==> src/rtl/mips_pkg.sv <==
// ---------------------------------------------------------------------------
// mips_pkg
// Shared definitions for the multicycle MIPS control unit:
//   - statetype : 4-bit main FSM state encoding
//   - OP_*      : opcode field values (instr[31:26])
//   - FN_*      : R-type funct field values (instr[5:0])
//   - aluop_t   : FSM-to-ALU-decoder operation class
//   - ALU_*     : alucontrol encodings driven to the datapath ALU
//   - ctrl_t    : bundle of per-state Moore control signals
//   - state_ctrl: maps a state to its Moore control bundle
// ---------------------------------------------------------------------------
package mips_pkg;

   typedef enum logic [3:0] {
      FETCH   = 4'd0,
      DECODE  = 4'd1,
      MEMADR  = 4'd2,
      MEMRD   = 4'd3,
      MEMWB   = 4'd4,
      MEMWR   = 4'd5,
      RTYPEEX = 4'd6,
      RTYPEWB = 4'd7,
      BEQEX   = 4'd8,
      ADDIEX  = 4'd9,
      ADDIWB  = 4'd10,
      JEX     = 4'd11
   } statetype;

   // Opcodes
   localparam logic [5:0] OP_LW    = 6'b100011;
   localparam logic [5:0] OP_SW    = 6'b101011;
   localparam logic [5:0] OP_RTYPE = 6'b000000;
   localparam logic [5:0] OP_BEQ   = 6'b000100;
   localparam logic [5:0] OP_ADDI  = 6'b001000;
   localparam logic [5:0] OP_J     = 6'b000010;

   // R-type funct codes
   localparam logic [5:0] FN_ADD = 6'b100000;
   localparam logic [5:0] FN_SUB = 6'b100010;
   localparam logic [5:0] FN_AND = 6'b100100;
   localparam logic [5:0] FN_OR  = 6'b100101;
   localparam logic [5:0] FN_SLT = 6'b101010;

   // Operation class handed from the FSM to the ALU decoder
   typedef enum logic [1:0] {
      ALUOP_ADD   = 2'b00,
      ALUOP_SUB   = 2'b01,
      ALUOP_FUNCT = 2'b10,
      ALUOP_RSVD  = 2'b11
   } aluop_t;

   // ALU operation encodings
   localparam logic [2:0] ALU_AND = 3'b000;
   localparam logic [2:0] ALU_OR  = 3'b001;
   localparam logic [2:0] ALU_ADD = 3'b010;
   localparam logic [2:0] ALU_SUB = 3'b110;
   localparam logic [2:0] ALU_SLT = 3'b111;

   // ALU B operand select
   localparam logic [1:0] SRCB_REG    = 2'b00;
   localparam logic [1:0] SRCB_FOUR   = 2'b01;
   localparam logic [1:0] SRCB_IMM    = 2'b10;
   localparam logic [1:0] SRCB_IMMSH2 = 2'b11;

   // Next-PC select
   localparam logic [1:0] PCSRC_ALURESULT = 2'b00;
   localparam logic [1:0] PCSRC_ALUOUT    = 2'b01;
   localparam logic [1:0] PCSRC_JUMP      = 2'b10;

   // Moore control bundle; everything not set by a state stays 0
   typedef struct packed {
      logic       pcwrite;
      logic       branch;
      logic       iord;
      logic       memwrite;
      logic       irwrite;
      logic       regdst;
      logic       memtoreg;
      logic       regwrite;
      logic       alusrca;
      logic [1:0] alusrcb;
      logic [1:0] pcsrc;
      aluop_t     aluop;
   } ctrl_t;

   // Control values asserted while the FSM sits in state s.
   // Illegal encodings get the all-zero bundle; they never reach the
   // output register because the next-state logic maps them to FETCH.
   function automatic ctrl_t state_ctrl(input statetype s);
      ctrl_t c;
      c       = '0;
      c.aluop = ALUOP_ADD;
      case (s)
         FETCH: begin
            c.irwrite = 1'b1;
            c.pcwrite = 1'b1;
            c.alusrcb = SRCB_FOUR;
         end
         DECODE: begin
            // Branch target precomputed into ALUOut while decoding
            c.alusrcb = SRCB_IMMSH2;
         end
         MEMADR: begin
            c.alusrca = 1'b1;
            c.alusrcb = SRCB_IMM;
         end
         MEMRD: begin
            c.iord = 1'b1;
         end
         MEMWB: begin
            c.regwrite = 1'b1;
            c.memtoreg = 1'b1;
         end
         MEMWR: begin
            c.iord     = 1'b1;
            c.memwrite = 1'b1;
         end
         RTYPEEX: begin
            c.alusrca = 1'b1;
            c.alusrcb = SRCB_REG;
            c.aluop   = ALUOP_FUNCT;
         end
         RTYPEWB: begin
            c.regwrite = 1'b1;
            c.regdst   = 1'b1;
         end
         BEQEX: begin
            c.alusrca = 1'b1;
            c.branch  = 1'b1;
            c.pcsrc   = PCSRC_ALUOUT;
            c.aluop   = ALUOP_SUB;
         end
         ADDIEX: begin
            c.alusrca = 1'b1;
            c.alusrcb = SRCB_IMM;
         end
         ADDIWB: begin
            c.regwrite = 1'b1;
         end
         JEX: begin
            c.pcwrite = 1'b1;
            c.pcsrc   = PCSRC_JUMP;
         end
         default: begin
            c = '0;
         end
      endcase
      return c;
   endfunction

endpackage

==> src/rtl/mips_multicycle_ctrl_aludec.sv <==
// ---------------------------------------------------------------------------
// aludec
// Combinational ALU decoder. Turns the FSM's operation class and the
// instruction funct field into the 3-bit ALU operation.
//   aluop      in  2  operation class from the FSM
//   funct      in  6  instr[5:0], only meaningful for ALUOP_FUNCT
//   alucontrol out 3  ALU operation to the datapath
// ---------------------------------------------------------------------------
module aludec
   import mips_pkg::*;
(
   input  aluop_t     aluop,
   input  logic [5:0] funct,
   output logic [2:0] alucontrol
);

   always_comb begin
      // NOTE: assigning a default before the case means every path drives
      // alucontrol, so no latch is inferred for unlisted aluop/funct values.
      alucontrol = ALU_ADD;
      case (aluop)
         ALUOP_SUB: alucontrol = ALU_SUB;
         ALUOP_FUNCT: begin
            case (funct)
               FN_ADD:  alucontrol = ALU_ADD;
               FN_SUB:  alucontrol = ALU_SUB;
               FN_AND:  alucontrol = ALU_AND;
               FN_OR:   alucontrol = ALU_OR;
               FN_SLT:  alucontrol = ALU_SLT;
               default: alucontrol = ALU_ADD;
            endcase
         end
         default: alucontrol = ALU_ADD;
      endcase
   end

endmodule

==> src/rtl/mips_multicycle_ctrl.sv <==
// ---------------------------------------------------------------------------
// mips_multicycle_ctrl
// Control unit of the multicycle MIPS. A Moore FSM walks each instruction
// through fetch / decode / execute / memory / writeback and drives every
// datapath select and strobe; an ALU decoder maps the FSM's aluop and the
// funct field onto the ALU operation.
//   clk        in   1  system clock, rising edge
//   reset      in   1  async active-high, forces FETCH
//   op         in   6  instr[31:26] from the IR
//   funct      in   6  instr[5:0] from the IR
//   zero       in   1  ALU zero flag (used only in BEQEX)
//   pcen       out  1  PC enable = pcwrite | (branch & zero)
//   iord       out  1  memory address: 0 = PC, 1 = ALUOut
//   memwrite   out  1  memory write strobe
//   irwrite    out  1  instruction register load
//   regdst     out  1  write register: 0 = rt, 1 = rd
//   memtoreg   out  1  write data: 0 = ALUOut, 1 = Data
//   regwrite   out  1  register file write enable
//   alusrca    out  1  ALU A: 0 = PC, 1 = A
//   alusrcb    out  2  ALU B: B / 4 / SignImm / SignImm<<2
//   pcsrc      out  2  next PC: ALUResult / ALUOut / jump target
//   alucontrol out  3  ALU operation
// ---------------------------------------------------------------------------
module mips_multicycle_ctrl
   import mips_pkg::*;
(
   input  logic       clk,
   input  logic       reset,
   input  logic [5:0] op,
   input  logic [5:0] funct,
   input  logic       zero,
   output logic       pcen,
   output logic       iord,
   output logic       memwrite,
   output logic       irwrite,
   output logic       regdst,
   output logic       memtoreg,
   output logic       regwrite,
   output logic       alusrca,
   output logic [1:0] alusrcb,
   output logic [1:0] pcsrc,
   output logic [2:0] alucontrol
);

   statetype state_q, state_d;
   ctrl_t    ctrl_q,  ctrl_d;

   // Next-state logic. op is read only in DECODE and MEMADR.
   always_comb begin
      state_d = FETCH;
      case (state_q)
         FETCH:   state_d = DECODE;
         DECODE: begin
            case (op)
               OP_LW,
               OP_SW:    state_d = MEMADR;
               OP_RTYPE: state_d = RTYPEEX;
               OP_BEQ:   state_d = BEQEX;
               OP_ADDI:  state_d = ADDIEX;
               OP_J:     state_d = JEX;
               default:  state_d = FETCH;
            endcase
         end
         MEMADR:  state_d = (op == OP_SW) ? MEMWR : MEMRD;
         MEMRD:   state_d = MEMWB;
         RTYPEEX: state_d = RTYPEWB;
         ADDIEX:  state_d = ADDIWB;
         // MEMWB, MEMWR, RTYPEWB, BEQEX, ADDIWB, JEX and illegal codes
         default: state_d = FETCH;
      endcase
   end

   // Outputs are registered alongside the state: the bundle for the state
   // being entered is computed here and captured on the same edge, so the
   // output flops always hold the Moore values of state_q.
   always_comb begin
      ctrl_d = state_ctrl(state_d);
   end

   always_ff @(posedge clk or posedge reset) begin
      // NOTE: sequential state uses non-blocking assignments so every flop
      // samples pre-edge values regardless of statement order.
      if (reset) begin
         // NOTE: the output register is reset to the FETCH bundle rather
         // than zero, so the datapath sees fetch controls during reset and
         // any write strobe in flight drops the instant reset asserts.
         state_q <= FETCH;
         ctrl_q  <= state_ctrl(FETCH);
      end else begin
         state_q <= state_d;
         ctrl_q  <= ctrl_d;
      end
   end

   // Branch resolves in BEQEX from the live zero flag
   assign pcen     = ctrl_q.pcwrite | (ctrl_q.branch & zero);
   assign iord     = ctrl_q.iord;
   assign memwrite = ctrl_q.memwrite;
   assign irwrite  = ctrl_q.irwrite;
   assign regdst   = ctrl_q.regdst;
   assign memtoreg = ctrl_q.memtoreg;
   assign regwrite = ctrl_q.regwrite;
   assign alusrca  = ctrl_q.alusrca;
   assign alusrcb  = ctrl_q.alusrcb;
   assign pcsrc    = ctrl_q.pcsrc;

   aludec u_aludec (
      .aluop      (ctrl_q.aluop),
      .funct      (funct),
      .alucontrol (alucontrol)
   );

endmodule

==> config.mk <==
export PLATFORM = sky130hd
export DESIGN_NAME = mips_multicycle_ctrl
export DESIGN_NICKNAME = d
export VERILOG_FILES = /design/src/rtl/mips_pkg.sv /design/src/rtl/mips_multicycle_ctrl_aludec.sv /design/src/rtl/mips_multicycle_ctrl.sv
export SDC_FILE = /design/constraint.sdc
export NUM_CORES = 1
export LEC_CHECK = 0
export CAP_MARGIN = 30
export CORE_MARGIN = 1.5
export CORE_UTILIZATION = 45
export CTS_CLUSTER_SIZE = 16
export DETAILED_ROUTE_END_ITERATION = 10
export GPL_TIMING_DRIVEN = 0
export PLACE_DENSITY = 0.8
export SLEW_MARGIN = 20
export SYNTH_ARGS = -nofsm -noshare
export SYNTH_HDL_FRONTEND = slang
export SYNTH_SLANG_ARGS = --single-unit
==> constraint.sdc <==
create_clock -name clk -period 4.1 [get_ports clk]
set_input_delay 0.82 -clock clk [delete_from_list [all_inputs] [get_ports clk]]
set_output_delay 0.82 -clock clk [all_outputs]
set_load 0.01 [all_outputs]
==> out/metrics.csv <==
metric,value,unit
Final setup viols,0,
port bufs,28,
Synth area leaders,"dfrtp_1 37%, dfstp_2 8.4%, buf_4 4.8%",
LEAKAGE,0.553,nW
gpl congestion,0.819,
number of max-cap violations,0,
placed instance count,147,
Synth Flop Type,dfrtp_1,
Setup Crit Path Kind,primary input to output port,
post-synth cell types,42,
per-cell routed wire length,11.8,um
cell row count,16,
Hold WS,0.562,ns
Clock Pin Slew Worst Setup and Hold Paths,0.09,ns
simple-gate share of the synthesized area,22.1,%
Combinational Power Share,44.4,%
slew margin rel.,60.1,%
Post-Syn Nets,109,
most common cell in the netlist,dfrtp_1,
Post-CTS Setup Repair Bufs,0,
core box area,1960,um2
clk sinks,17,
compound-gate portion of the synthesized area,14.6,%
"Period Utilization, post-route",81.5,%
Post-DP Area,1250,um2
Worst setup SP type,primary input,
Worst Slack Setup Final,0.758,ns
status,finished clean,
DRC,0,
synthesized area per cell,10.2,um2
worst skew pair latency,0.27,ns
fin util,65.3,%
synth cell count leaders,"14 x dfrtp_1, 11 x nor2_1, 9 x inv_1, 6 x buf_4",
r2r endpoint,alusrcb[1],
CTS resizes,0,
pre-CTS WS,0.752,ns
Final Cell Area,1280,um2
Max Fclk,299,MHz
First-pass DRT Iterations,4,
Int Power,0.388,mW
Yosys top cell by area,dfrtp_1,
first-pass GRT wire length,2900,um
Die Ht,48.7,um
Worst R2R Start,state_q[3],
CTS Hold Bufs,0,
crit end category,output port,
drt total wl,1780,um
die width,48.7,um
CP max FO,2,
Layout Cells excl Fill,151,
worst-margin pin slew,0.597,ns
die area,2370,um2
Root Driver,clkbuf_4,
# nets final,142,
Initial DRC Count,11,
Synth Area in Adders,2.66,%
Reg2Reg Setup Slack,2.00,ns
# IOs,30,
Final Skew,0.00129,ns
Post-synth EDFFs,0,
initial core utilization,48.0,%
DR vias/cell,5.19,
area occupied by multi-input gates,397,um2
max-slew violations,0,
crit path time final,3.34,ns
mux cell area share after synthesis,0,%
largest family of logic cells by synthesized area,simple AND/OR/NAND/NOR gates,
Flop pwr share,40.6,%
layout cells sized above 1,16.1,%
RSZ-0062 raised after global routing,no,
GRT Total Usage,15.8,%
antenna-violating nets left,0,
worst min path class,register to register,
post-synthesis sequential area ratio,45.6,%
Clock Tree Buf Depth,2,
H-tree depth,1,
dpl hpwl,1440,um
endpoints failing hold,0,
Synth Register Bits,17,
R2R depth,7,
sw power,0.172,mW
grt total ovfl,0,
gate count of the mapped netlist,92,
crit path to,alucontrol[0],
cts bufs inserted,3,
post-synthesis xor/xnor area fraction,2.79,%
largest net degree at the start of global routing,18,
async set-reset flop share out of synthesis,100,%
Worst IR Drop VDD,0.000289,V
CTS tree,built,
critical path required time,3.28,ns
"Arr. time, crit path",2.52,ns
Critical path origin,funct[1],
clock power share,15.0,%
FF/Latch Area,429,um2
Power Dens Cells,437,nW/um2
Antenna Diode Count,0,
share of the synthesized area in the top cell type,37.2,%
Area Overhead vs Synth,36.2,%
Sw Share,30.8,%
antenna violations before repair,0,
Total Negative Setup Slacks,0,ns
# fillers,176,
Vias,784,
vias in the first global route,703,
Syn. warnings,0,
Synth Cell Area,941,um2
Tot Pwr,0.560,mW
## flip-flops by register name (all words and copies together), names as in the netlist, 2 cells and up
| name | count |
|---|---|
| state_q | 4 |
| alusrcb | 2 |
| pcsrc | 2 |
| ctrl_q | 2 |
## cells by family (layout without fill, tap and decap cells)
group,count (synthesis),count (layout)
AO/OA/AOI/OAI,17,17
XOR/XNOR,3,3
adder cells (fa/ha/maj),2,2
buffers and inverters,18,50
flip-flops,17,17
AND/OR/NAND/NOR,35,35
## routing by layer
metal	track usage, %	up-vias	wire [um]
li1	-	391	-
met1	16.8	361	734
met2	30.4	30	907
met3	4.32	2	123
met4	4.29	0	9
met5	0	-	0
## worst max-delay path: stages
cell and delay, ns:
clkdlybuf4s50_1 0.47, or3b_2 0.46, a2bb2oi_1 0.14, nor2_1 0.09, clkdlybuf4s50_1 0.53
## power groups by stage
stage / registers [mW] / logic [mW] / clock network, mW
finish: 0.227 / 0.249 / 0.0839
global route: 0.231 / 0.268 / 0.0945
CTS: 0.228 / 0.249 / 0.0862
detailed placement: 0.231 / 0.248 / 0
global placement: 0.229 / 0.243 / 0
floorplan: 0.235 / 0.150 / 0
## cells in the final DEF (no fill, tap or decap), types with 2 or more instances in the layout
cell,synthesis,routed
nor3b_1,3,3
ha_1,2,2
dfstp_2,3,3
buf_4,6,6
o31ai_1,3,3
inv_1,9,9
and3_1,2,2
clkdlybuf4s50_1,0,28
and4_1,2,2
nand2_1,2,2
dfrtp_1,14,14
nor3_1,2,2
buf_6,2,2
clkbuf_4,0,3
xnor2_1,2,2
o22ai_1,2,2
nor2_1,11,11
## final cells by class
| type | instances | area share [%] |
|---|---|---|
| flip-flops and latches | 17 | 33.5 |
| multi-input cells | 57 | 31.0 |
| repair buffers | 28 | 21.9 |
| plain buffers | 9 | 6.35 |
| inverters | 9 | 2.64 |
| well taps | 27 | 2.64 |
| clock buffers | 4 | 2.05 |
## how the worst min path moves through the flow
stage,from,end,slack (ns),cells after the start
2_1_floorplan,state_q[0],regdst,0.51,2
3_3_place_gp,state_q[0],regdst,0.55,2
3_5_place_dp,state_q[0],regdst,0.55,2
4_1_cts,state_q[0],regdst,0.57,2
5_1_grt,state_q[0],regdst,0.60,2
6_report,state_q[0],regdst,0.56,2
Power figures use the tool's default switching activity.
